==> src/rtl/sid_pkg.sv <==
// Shared SID voice constants: widths, LFSR seed/taps, control-register bit indices.
package sid_pkg;

  localparam int unsigned ACC_W  = 24;
  localparam int unsigned FREQ_W = 16;
  localparam int unsigned LFSR_W = 23;

  localparam logic [LFSR_W-1:0] LFSR_SEED = 23'h7FFFF8;
  localparam int unsigned LFSR_FB_A = 22;
  localparam int unsigned LFSR_FB_B = 17;

  // MSB-first order of the LFSR bits that form the 8-bit noise sample
  localparam int unsigned NOISE_TAP [8] = '{20, 18, 14, 11, 9, 5, 2, 0};

  localparam int unsigned CTRL_TEST    = 3;
  localparam int unsigned CTRL_SYNC    = 1;
  localparam int unsigned CTRL_WAVE_LO = 4;
  localparam int unsigned CTRL_WAVE_HI = 7;

  function automatic logic [11:0] noise_taps(input logic [LFSR_W-1:0] l);
    logic [7:0] s;
    s = '0;
    for (int unsigned i = 0; i < 8; i++) s[7-i] = l[NOISE_TAP[i]];
    return {s, 4'b0000};
  endfunction

endpackage

==> src/rtl/sid_noise_lfsr.sv <==
// 23-bit noise shift register with seed load, step enable and noise tap extraction.
module sid_noise_lfsr
  import sid_pkg::*;
(
  input  logic              clk,
  input  logic              rst,
  input  logic              seed_load,
  input  logic              step,
  output logic [11:0]       noise
);

  logic [LFSR_W-1:0] lfsr;

  always_ff @(posedge clk or posedge rst) begin
    if (rst) begin
      lfsr <= LFSR_SEED;
    end else if (seed_load) begin
      lfsr <= LFSR_SEED;
    end else if (step) begin
      lfsr <= {lfsr[LFSR_W-2:0], lfsr[LFSR_FB_A] ^ lfsr[LFSR_FB_B]};
    end
  end

  assign noise = noise_taps(lfsr);

endmodule

==> src/rtl/sid_oscillator.sv <==
// SID voice phase accumulator with hard sync, MSB-rise pulse and noise LFSR clocking.
// Optional SID_OSC_PHASE_LOAD_EN adds phaseLoad/phaseVal for direct accumulator load.
module sid_oscillator
  import sid_pkg::*;
#(
  parameter int unsigned NOISE_CLK_BIT = 19
)
(
  input  logic              clk,
  input  logic              rst,
  input  logic              en,
  input  logic [FREQ_W-1:0] freq,
  input  logic [7:0]        control,
  input  logic              syncIn,
`ifdef SID_OSC_PHASE_LOAD_EN
  input  logic              phaseLoad,
  input  logic [ACC_W-1:0]  phaseVal,
`endif
  output logic [ACC_W-1:0]  accOut,
  output logic [11:0]       noiseOut,
  output logic              msbRise
);

  logic [ACC_W-1:0] acc;
  logic [ACC_W-1:0] sum;
  logic [ACC_W-1:0] load_val;
  logic             load;
  logic             sync_pending;
  logic             test;
  logic             sync_mode;
  logic             sync_hit;
  logic             add_tick;
  logic             lfsr_step;
  logic             seed_load;
  logic             unused_ctrl;

  assign unused_ctrl = ^{control[7:4], control[2], control[0]};

`ifdef SID_OSC_PHASE_LOAD_EN
  assign load     = phaseLoad;
  assign load_val = phaseVal;
`else
  assign load     = 1'b0;
  assign load_val = '0;
`endif

  assign test      = control[CTRL_TEST];
  assign sync_mode = control[CTRL_SYNC];
  // A sync pulse arriving in the same cycle as the tick applies to that tick
  assign sync_hit  = sync_mode & (sync_pending | syncIn);
  assign sum       = acc + ACC_W'(freq);
  assign add_tick  = en & ~load & ~test & ~sync_hit;
  assign lfsr_step = add_tick & ~acc[NOISE_CLK_BIT] & sum[NOISE_CLK_BIT];
  assign seed_load = en & test;

  always_ff @(posedge clk or posedge rst) begin
    if (rst) begin
      acc          <= '0;
      sync_pending <= 1'b0;
      msbRise      <= 1'b0;
    end else begin
      msbRise <= add_tick & ~acc[ACC_W-1] & sum[ACC_W-1];
      if (en) begin
        sync_pending <= 1'b0;
      end else if (syncIn && sync_mode) begin
        sync_pending <= 1'b1;
      end
      if (load) begin
        acc <= load_val;
      end else if (en) begin
        acc <= (test || sync_hit) ? '0 : sum;
      end
    end
  end

  assign accOut = acc;

  sid_noise_lfsr u_lfsr (
    .clk       (clk),
    .rst       (rst),
    .seed_load (seed_load),
    .step      (lfsr_step),
    .noise     (noiseOut)
  );

endmodule

==> config.mk <==
export PLATFORM = sky130hd
export DESIGN_NAME = sid_oscillator
export DESIGN_NICKNAME = d
export VERILOG_FILES = /design/src/rtl/sid_pkg.sv /design/src/rtl/sid_noise_lfsr.sv /design/src/rtl/sid_oscillator.sv
export SDC_FILE = /design/constraint.sdc
export NUM_CORES = 1
export LEC_CHECK = 0
export CORE_MARGIN = 2
export CORE_UTILIZATION = 25
export CTS_CLUSTER_SIZE = 10
export DETAILED_ROUTE_END_ITERATION = 6
export PLACE_DENSITY_LB_ADDON = 0.15
export SLEW_MARGIN = 30
export SYNTH_ARGS = -nofsm -noshare
export SYNTH_HDL_FRONTEND = slang
export SYNTH_SLANG_ARGS = --single-unit
==> constraint.sdc <==
create_clock -name clk -period 3.2 [get_ports clk]
set_input_delay 0.96 -clock clk [delete_from_list [all_inputs] [get_ports clk]]
set_output_delay 0.96 -clock clk [all_outputs]
set_load 0.005 [all_outputs]
==> results of run 1 <==
[kinds of logic after synthesis]
group                      after synthesis  synth area share
other                                    1           0.00124
adders and majority gates               17            0.0725
AOI/OAI and AO/OA                       78             0.182
muxes                                   23            0.0775
and+or+nand+nor                         83             0.135
buffers and inverters                   46            0.0849
xor gates and xnor gates                12            0.0346
DFF                                     49             0.412
[worst max-delay path by stage]
stage | from | to | slack (ns) | depth (start not counted)
2_1_floorplan | freq[11] | u_lfsr.lfsr[3]$_DFFE_PP1P_ | 0.03 | 8
3_3_place_gp | freq[0] | accOut[18]$_DFFE_PP0P_ | -0.49 | 10
3_5_place_dp | freq[14] | u_lfsr.lfsr[2]$_DFFE_PP0P_ | -0.51 | 9
4_1_cts | freq[13] | u_lfsr.lfsr[2]$_DFFE_PP0P_ | 0.004 | 10
5_1_grt | freq[13] | u_lfsr.lfsr[5]$_DFFE_PP1P_ | 0.008 | 10
6_report | freq[5] | u_lfsr.lfsr[2]$_DFFE_PP0P_ | 0.1 | 9
[cells in the mapped netlist, drive strengths merged (2+ instances only)]
master   count  area, µm²
dfrtp       29        726
nor2        27        101
inv         23       86.3
mux2i       22        220
nand2       22       82.6
dfstp       20        526
buf         16        145
ha          16        200
o21ai       15       75.1
a21oi       12       60.1
o22ai        9       56.3
a21o         8       61.3
xor2         8       70.1
a211o        7       61.3
clkbuf       7       26.3
nand3        6       35.0
o211a        5       50.1
nor3         4       20.0
xnor2        4       35.0
and3         3       18.8
nand4        3       18.8
o21a         3       22.5
o21bai       3       22.5
or3          3       20.0
a221oi       2       17.5
nand2b       2       12.5
nor2b        2       12.5
nor3b        2       15.0
nor4         2       12.5
nor4b        2       17.5
o2bb2ai      2       17.5
o32ai        2       17.5
[layout make-up]
type / count / area (µm²) / share of cell area
Multi-Input combinational cell: 217 / 1680 / 0.387
Timing Repair Buffer: 105 / 990 / 0.229
Clock inverter: 2 / 12.5 / 0.00289
Inverter: 23 / 86.3 / 0.0199
Sequential cell: 49 / 1250 / 0.289
Clock buffer: 6 / 129 / 0.0298
Tap cell: 147 / 184 / 0.0425
[flip-flops by register name, summed over array words and instances (netlist names)]
name          flops
accOut           24
msbRise           1
sync_pending      1
u_lfsr.lfsr      23
[repair_timing]
item,in CTS,in global routing
hold buffers,0,0
setup buffers,5,1
endpoints found under the hold margin,0,0
pin swaps,12,6
endpoints found under the setup margin,31,29
gates resized for setup,31,6
cloned,2,0
[through the flow]
step | setup TNS (ns) | utilization | hold slack (ns)
floorplan | 0 | - | 0.456
global placement | -14.83 | 0.334 | 0.476
detailed placement | -15.34 | 0.334 | 0.479
CTS | 0 | 0.360 | 0.495
global route | 0 | 0.363 | 0.518
finish | 0 | 0.363 | 0.484
[power by group]
part | switching [mW] | internal, mW
Sequential | 0.0521 | 0.662
Clock | 0.234 | 0.291
Combinational | 0.324 | 0.399
[worst max-delay path, delay by kind of cell]
kind / cells / cell delay [ns]
AO/OA/AOI/OAI: 3 / 0.67
adder cells (fa/ha/maj): 1 / 0.31
buffers and inverters: 3 / 0.73
AND/OR/NAND/NOR: 1 / 0.47
multiplexers: 1 / 0.16
[metal layers]
metal	wire length (µm)	GRT usage	up-vias	share of wire
li1	-	-	1278	-
met1	3630	0.167	1207	0.46
met2	3890	0.221	44	0.49
met3	366	0.0318	8	0.046
met4	70	0.0293	0	0.0088
met5	0	0	-	0
==> flow_summary.json, run 1 <==
{
  "outcome": "finished clean",
  "r2r_end": "u_lfsr.lfsr[2]$_DFFE_PP0P_",
  "portBuffers": 54,
  "synth_edf_count": 0,
  "final_area_um2": 4330,
  "overflow": 0,
  "n_antenna_cell": 0,
  "start_kind": "input port",
  "post-place-ws_ns": -0.506,
  "io_pins": 65,
  "cp_data_required_time_ns": 3.41,
  "reg2regPathDepth": 9,
  "filler_cell_count": 1242,
  "rsz0062_at_grt": "false",
  "layout_common_cells": "46 x clkdlybuf4s50_1, 44 x buf_4, 29 x dfrtp_1, 27 x nor2_1, 22 x mux2i_1",
  "worst_slack_ns": 0.0955,
  "antenna_found_initial": 0,
  "r2r_start": "accOut[14]$_DFFE_PP0P_",
  "grt_pass1_wl_um": 13500,
  "hold_end": "u_lfsr.lfsr[4]$_DFFE_PP1P_",
  "place_area_um2": 3970,
  "nNetsFinal": 446,
  "path_common_cell": "buf_6",
  "numCtsBuffers": 5,
  "period_minus_slack_ns": 3.10,
  "max_stage_delay_ns": 0.47,
  "min_path_type": "flop to flop",
  "fmaxAchievable_mhz": 322,
  "drc": 0,
  "cts_tree": "done",
  "ant_nets": 0,
  "core_region_area_um2": 11900,
  "ys_types": 56,
  "relSlewSlack": 0.657,
  "clk-insertion-delay-late_ns": 0.29,
  "critical_path.endpoint_type": "flop",
  "fin_worst_skew_ns": 0.00859,
  "synthCells": 309,
  "r2r_slack_ns": 0.50,
  "pwr_density_cell_nw_per_um2": 453,
  "clk_pin_slew_ns": 0.07,
  "vdd_ir_drop_max_mv": 0.189,
  "cts_sinks": 49,
  "hold_depth": 2,
  "layout-drive-gt1-share": 0.261,
  "finalHoldViolCount": 0,
  "synth_seq_cells": 49,
  "layout_commonest_cell": "clkdlybuf4s50_1",
  "cp_data_arrival_time_ns": 3.31,
  "vias_per_cell": 4.62,
  "drv_cap": 0,
  "drt-initial-drc-count": 90,
  "cts_htree_levels": 2,
  "clk_path_buf_depth": 2,
  "syn_to_final_growth_pct": 42.6,
  "crit_fanout": 5,
  "p_total_mw": 1.96,
  "wl_um": 7950,
  "vias": 2537,
  "ys_seq_area_frac": 0.412,
  "worstHoldStart": "u_lfsr.lfsr[3]$_DFFE_PP1P_",
  "final_cells": 549,
  "synth_top_flop_cell": "dfrtp_1",
  "worstSetupPathType": "input port to flop",
  "p_leak_nw": 2.09,
  "cts_root_buf": "clkbuf_16",
  "post-route-period-util": 0.970,
  "grt_util_all_layers": 0.130,
  "worst_slew_pin_slew_ns": 0.514,
  "crit_path_top_delay_cell": "or4_4",
  "grt_pass1_vias": 2660,
  "chipHeight_um": 114,
  "postSynthAreaPerCell_um2": 9.82,
  "gp_congestion": 0.775,
  "drtPass1Iterations": 4,
  "dieArea_um2": 13000,
  "hpwl_um": 5790,
  "grt_max_degree": 25,
  "slew_violations": 0,
  "path_cells": "clkdlybuf4s50_1, ha_4, o21ai_0, a211o_1, o211a_1, or4_4, buf_6, buf_6, mux2i_1",
  "setup_violations": 0,
  "syn_area_um2": 3040,
  "yosysWarnings": 0,
  "place_inst": 533,
  "dieWidth_um": 114,
  "rows": 40,
  "wl_per_cell_um": 14.5,
  "synthArstFlopShare": 1.00,
  "start_util": 0.255
}
Note: power is estimated with default switching activity, not from simulation.
==> inputs of run 2 (changes only) <==
- MAX_ROUTING_LAYER: unset -> met4
- SLEW_MARGIN: 30 -> 15
==> run 2 against run 1 <==
  * Critical endpoint unchanged
  * Highest routed layer unchanged
  * Design area is the same
  * Fmax is essentially flat
  * Flip-flop and latch count did not move
  * Critical path depth did not move
  * Register-to-register slack about the same
  * Via count barely moved
  * Combinational power about the same
  * Worst setup slack barely moved
  * Core utilization unchanged
  * Clock skew is essentially flat
==> flow_summary.json, run 2 (synthesis results as in run 1) <==
{
  "post-place-ws_ns": -0.506,
  "layout_common_cells": "46 x clkdlybuf4s50_1, 44 x buf_4, 29 x dfrtp_1, 27 x nor2_1, 22 x mux2i_1",
  "drv_cap": 0,
  "crit_fanout": 5,
  "hold_buffers": 0,
  "post-route-period-util": 0.970,
  "worst_slack_ns": 0.0959,
  "multi_input_area_um2": 1680,
  "filler_cell_count": 1242,
  "critical_path.endpoint_type": "flop",
  "dieWidth_um": 114,
  "p_total_mw": 1.96,
  "gp_congestion": 0.786,
  "cp_data_arrival_time_ns": 3.31,
  "period_minus_slack_ns": 3.10,
  "fin_tns_setup_ns": 0,
  "vias": 2536,
  "wl_per_cell_um": 14.5,
  "worst_slew_pin_slew_ns": 0.513,
  "p_int_mw": 1.35,
  "hpwl_um": 5790,
  "relSlewSlack": 0.657,
  "clk-insertion-delay-late_ns": 0.29,
  "clk_path_buf_depth": 2,
  "clk_pin_slew_ns": 0.07,
  "min_path_type": "flop to flop",
  "r2r_slack_ns": 0.51,
  "seqPwrFrac": 0.364,
  "worstSetupPathType": "input port to flop",
  "cts_sinks": 49,
  "finish.utilization": 0.363,
  "hold_end": "u_lfsr.lfsr[4]$_DFFE_PP1P_",
  "vdd_ir_drop_max_mv": 0.189,
  "cts_root_buf": "clkbuf_16",
  "numCtsBuffers": 5,
  "ant_nets": 0,
  "grt_max_degree": 25,
  "cts_htree_levels": 2,
  "fin_worst_skew_ns": 0.00881,
  "wl_um": 7960,
  "n_antenna_cell": 0,
  "grt_pass1_vias": 2660,
  "layout_commonest_cell": "clkdlybuf4s50_1",
  "cts_tree": "done",
  "rsz0062_at_grt": "false",
  "place_inst": 533,
  "rows": 40,
  "largest_register_ffs": 24,
  "drtPass1Iterations": 4,
  "worstHoldStart": "u_lfsr.lfsr[3]$_DFFE_PP1P_",
  "cp_data_required_time_ns": 3.41,
  "core_region_area_um2": 11900,
  "r2r_end": "u_lfsr.lfsr[2]$_DFFE_PP0P_",
  "antenna_found_initial": 0,
  "slew_violations": 0,
  "start_util": 0.255,
  "fmaxAchievable_mhz": 322,
  "io_pins": 65,
  "p_clk_frac": 0.268,
  "setup_violations": 0,
  "chipHeight_um": 114,
  "pwr-share-comb": 0.369,
  "p_switching_mw": 0.611,
  "layout-drive-gt1-share": 0.261,
  "pwr_density_cell_nw_per_um2": 453,
  "grt_util_all_layers": 0.134,
  "vias_per_cell": 4.62,
  "overflow": 0,
  "grt_pass1_wl_um": 13500,
  "reg2regPathDepth": 9,
  "finalHoldViolCount": 0,
  "drt-initial-drc-count": 74,
  "hold_depth": 2,
  "outcome": "finished clean",
  "portBuffers": 54,
  "r2r_start": "accOut[14]$_DFFE_PP0P_",
  "nNetsFinal": 446,
  "p_leak_nw": 2.09,
  "swShare": 0.311,
  "start_kind": "input port",
  "syn_to_final_growth_pct": 42.6,
  "ff_latch_area_um2": 1250,
  "dieArea_um2": 13000,
  "drc": 0,
  "final_cells": 549
}
==> run 2: cell counts in the layout (fill, tap and decap cells not counted) <==
Identical to the previous run, type by type.
==> run 2: stage by stage <==
step           area [µm²]  hold WS, ns
4_1_cts              4290        0.495
3_3_place_gp         3970        0.476
3_5_place_dp         3970        0.479
5_1_grt              4330        0.518
6_report             4330        0.484
2_1_floorplan        3080        0.456
==> run 2: timing repair <==
action,in CTS,in global routing
endpoints found under the setup margin,31,29
setup buffers,5,1
gates resized for setup,31,6
pin swaps,12,6
gates cloned,2,0
==> run 2: worst max-delay path by stage <==
stage                     startpoint                         end  slack (ns)  depth (start not counted)
after floorplan             freq[11]  u_lfsr.lfsr[3]$_DFFE_PP1P_        0.03                          8
after global placement       freq[0]      accOut[18]$_DFFE_PP0P_       -0.49                         10
after detailed placement    freq[14]  u_lfsr.lfsr[2]$_DFFE_PP0P_       -0.51                          9
after CTS                   freq[13]  u_lfsr.lfsr[2]$_DFFE_PP0P_       0.004                         10
after global routing        freq[13]  u_lfsr.lfsr[5]$_DFFE_PP1P_       0.008                         10
final                        freq[5]  u_lfsr.lfsr[2]$_DFFE_PP0P_         0.1                          9
==> run 2: routing by layer <==
layer  global-route usage  up-vias  share of wire
met5                    -        -              0
met4               0.0293        0         0.0074
met3               0.0302        8          0.043
met2                0.221       46           0.49
met1                0.168     1206           0.46
li1                     -     1276              -
==> run 2: power by group through the flow <==
stage          Clock (mW)  Sequential [mW]  Combinational, mW
2_1_floorplan           0            0.712              0.360
3_3_place_gp            0            0.719              0.672
3_5_place_dp            0            0.718              0.674
4_1_cts             0.551            0.714              0.715
5_1_grt             0.574            0.722              0.810
6_report            0.525            0.714              0.724
==> run 2: area by class of cell <==
type                       count  area share
multi-input combinational    217       0.387
sequential                    49       0.289
timing repair buffer         105       0.229
tap                          147      0.0425
clock buffer                   6      0.0298
inverter                      23      0.0199
clock inverter                 2     0.00289
==> run 2: critical path, cell delays in order <==
cell	delay, ns
clkdlybuf4s50_1	0.46
ha_4	0.31
o21ai_0	0.10
a211o_1	0.33
o211a_1	0.24
or4_4	0.47
buf_6	0.15
buf_6	0.12
mux2i_1	0.16
==> inputs of run 3 (changes only) <==
- CORE_MARGIN: 2 -> 5
- CORE_UTILIZATION: 25 -> 51
==> run 3 against run 2 <==
  * Clock power fell by 25%
  * Design area shrank 4.5%
  * Die area down 42%
  * Worst setup slack worse by 0.019 ns
  * Largest power group unchanged
  * Critical path type unchanged
  * Via count grew 2.9%
  * Routed wire length fell by 8.3%
  * Clock skew is 0.0019 ns lower
  * Highest routed layer unchanged
  * Critical path depth grew 3
  * Combinational power about the same
  * Flip-flop and latch count unchanged
  * Critical endpoint is now accOut[18]$_DFFE_PP0P_
  * Cell count shrank 13%
  * Sequential power is 0.7% lower
==> flow_summary.json, run 3 (synthesis results as in run 1) <==
{
  "outcome": "finished clean",
  "overflow": 0,
  "largest_register_ffs": 24,
  "core_region_area_um2": 5850,
  "clk_path_buf_depth": 2,
  "syn_to_final_growth_pct": 36.3,
  "crit_fanout": 7,
  "p_clk_frac": 0.215,
  "cts_sinks": 49,
  "place_inst": 460,
  "period_minus_slack_ns": 3.12,
  "cp_top_family": "buffers and inverters",
  "place_area_um2": 3870,
  "p_switching_mw": 0.608,
  "critical_path.endpoint_type": "flop",
  "vias_per_cell": 5.48,
  "relSlewSlack": 0.577,
  "seqPwrFrac": 0.387,
  "r2r_end": "u_lfsr.lfsr[21]$_DFFE_PP1P_",
  "grt_util_all_layers": 0.211,
  "gp_congestion": 0.852,
  "grt_pass1_vias": 2726,
  "min_path_type": "flop to flop",
  "worst_slew_pin_slew_ns": 0.635,
  "fin_worst_skew_ns": 0.00686,
  "vias": 2610,
  "io_pins": 65,
  "cts_htree_levels": 2,
  "p_total_mw": 1.83,
  "fin_tns_setup_ns": 0,
  "r2r_slack_ns": 0.46,
  "p_int_mw": 1.22,
  "pwr-share-comb": 0.397,
  "grt_max_degree": 50,
  "setup_violations": 0,
  "chipHeight_um": 87.1,
  "layout_common_cells": "46 x clkdlybuf4s50_1, 44 x buf_4, 29 x dfrtp_1, 27 x nor2_1",
  "cts_tree": "done",
  "worstSetupPathType": "input port to flop",
  "drt-initial-drc-count": 87,
  "cp_data_required_time_ns": 3.40,
  "pwr_density_cell_nw_per_um2": 442,
  "start_util": 0.519,
  "path_cells": "dlygate4sd2_1, ha_1, nand2_2, buf_4, buf_4, buf_4, buf_4, or3_2, o211a_4, buf_4, o211a_1, a211o_1",
  "nNetsFinal": 445,
  "p_leak_nw": 2.04,
  "drv_cap": 0,
  "wl_um": 7300,
  "swShare": 0.332,
  "hpwl_um": 5220,
  "grt_pass1_wl_um": 12400,
  "cts_root_buf": "clkbuf_8",
  "post-place-ws_ns": -0.464,
  "dieWidth_um": 87.1,
  "r2r_start": "accOut[14]$_DFFE_PP0P_",
  "layout_commonest_cell": "clkdlybuf4s50_1",
  "max_stage_delay_ns": 0.41,
  "layout-drive-gt1-share": 0.249,
  "drtPass1Iterations": 4,
  "cp.depth": 12,
  "vdd_ir_drop_max_mv": 0.282,
  "dieArea_um2": 7590,
  "final_area_um2": 4140,
  "numCtsBuffers": 5,
  "crit_path_top_delay_cell": "or3_2",
  "path_buf_inv": 6,
  "endpoint": "accOut[18]$_DFFE_PP0P_",
  "wl_per_cell_um": 15.3,
  "timing.hold.ws_ns": 0.501,
  "finalHoldViolCount": 0,
  "finish.utilization": 0.707,
  "crit_start": "freq[10]",
  "start_kind": "input port",
  "drc": 0,
  "n_antenna_cell": 0,
  "final_cells": 476,
  "clk_pin_slew_ns": 0.10,
  "slew_violations": 0,
  "cp_data_arrival_time_ns": 3.32,
  "portBuffers": 54,
  "clk-insertion-delay-late_ns": 0.31,
  "path_common_cell": "buf_4",
  "ant_nets": 0,
  "worst_slack_ns": 0.0772,
  "antenna_found_initial": 0,
  "reg2regPathDepth": 9,
  "rows": 28,
  "fmaxAchievable_mhz": 320,
  "rsz0062_at_grt": "false",
  "post-route-period-util": 0.976
}
run 3: layer usage:
| metal | track usage | up-vias | wire length (µm) |
|---|---|---|---|
| li1 | - | 1278 | - |
| met1 | 0.247 | 1263 | 3090 |
| met2 | 0.375 | 60 | 3740 |
| met3 | 0.0341 | 9 | 378 |
| met4 | 0.0600 | 0 | 87 |
| met5 | - | - | 0 |
run 3: power by group through the flow:
stage / clock, mW / sequential [mW] / combinational [mW]
6_report: 0.394 / 0.709 / 0.727
2_1_floorplan: 0 / 0.712 / 0.360
3_5_place_dp: 0 / 0.716 / 0.673
3_3_place_gp: 0 / 0.715 / 0.659
5_1_grt: 0.437 / 0.717 / 0.799
4_1_cts: 0.406 / 0.709 / 0.717
run 3: worst reg2reg max path, delay by kind of cell (launching register included):
kind,cells,cell delay [ns]
fa+ha+maj,1,0.31
compound gates,2,0.48
simple gates,3,1.00
mux,1,0.15
flops,1,0.45
buf+inv,2,0.29
run 3: worst min path at each step:
stage / slack [ns] / to / from / cells past startpoint
4_1_cts: 0.51 / u_lfsr.lfsr[4]$_DFFE_PP1P_ / u_lfsr.lfsr[3]$_DFFE_PP1P_ / 2
3_3_place_gp: 0.47 / sync_pending$_DFFE_PP0P_ / sync_pending$_DFFE_PP0P_ / 2
3_5_place_dp: 0.48 / u_lfsr.lfsr[4]$_DFFE_PP1P_ / u_lfsr.lfsr[3]$_DFFE_PP1P_ / 2
6_report: 0.50 / u_lfsr.lfsr[4]$_DFFE_PP1P_ / u_lfsr.lfsr[3]$_DFFE_PP1P_ / 2
5_1_grt: 0.52 / u_lfsr.lfsr[4]$_DFFE_PP1P_ / u_lfsr.lfsr[3]$_DFFE_PP1P_ / 2
2_1_floorplan: 0.46 / u_lfsr.lfsr[4]$_DFFE_PP1P_ / u_lfsr.lfsr[3]$_DFFE_PP1P_ / 2
run 3: repair_timing:
item | CTS | global route
endpoints found under the setup margin | 31 | 13
gates cloned | 2 | 0
gates resized for setup | 28 | 3
pin swaps | 12 | 1
buffers inserted | 6 | 0
hold buffers | 0 | 0
run 3: final cells by class:
type	count	area, µm²
inverters	23	86.3
multi-input cells	217	1630
flip-flops and latches	49	1250
well taps	75	93.8
clock inverters	3	25.0
fillers	445	1710
repair buffers	104	981
clock buffers	5	68.8
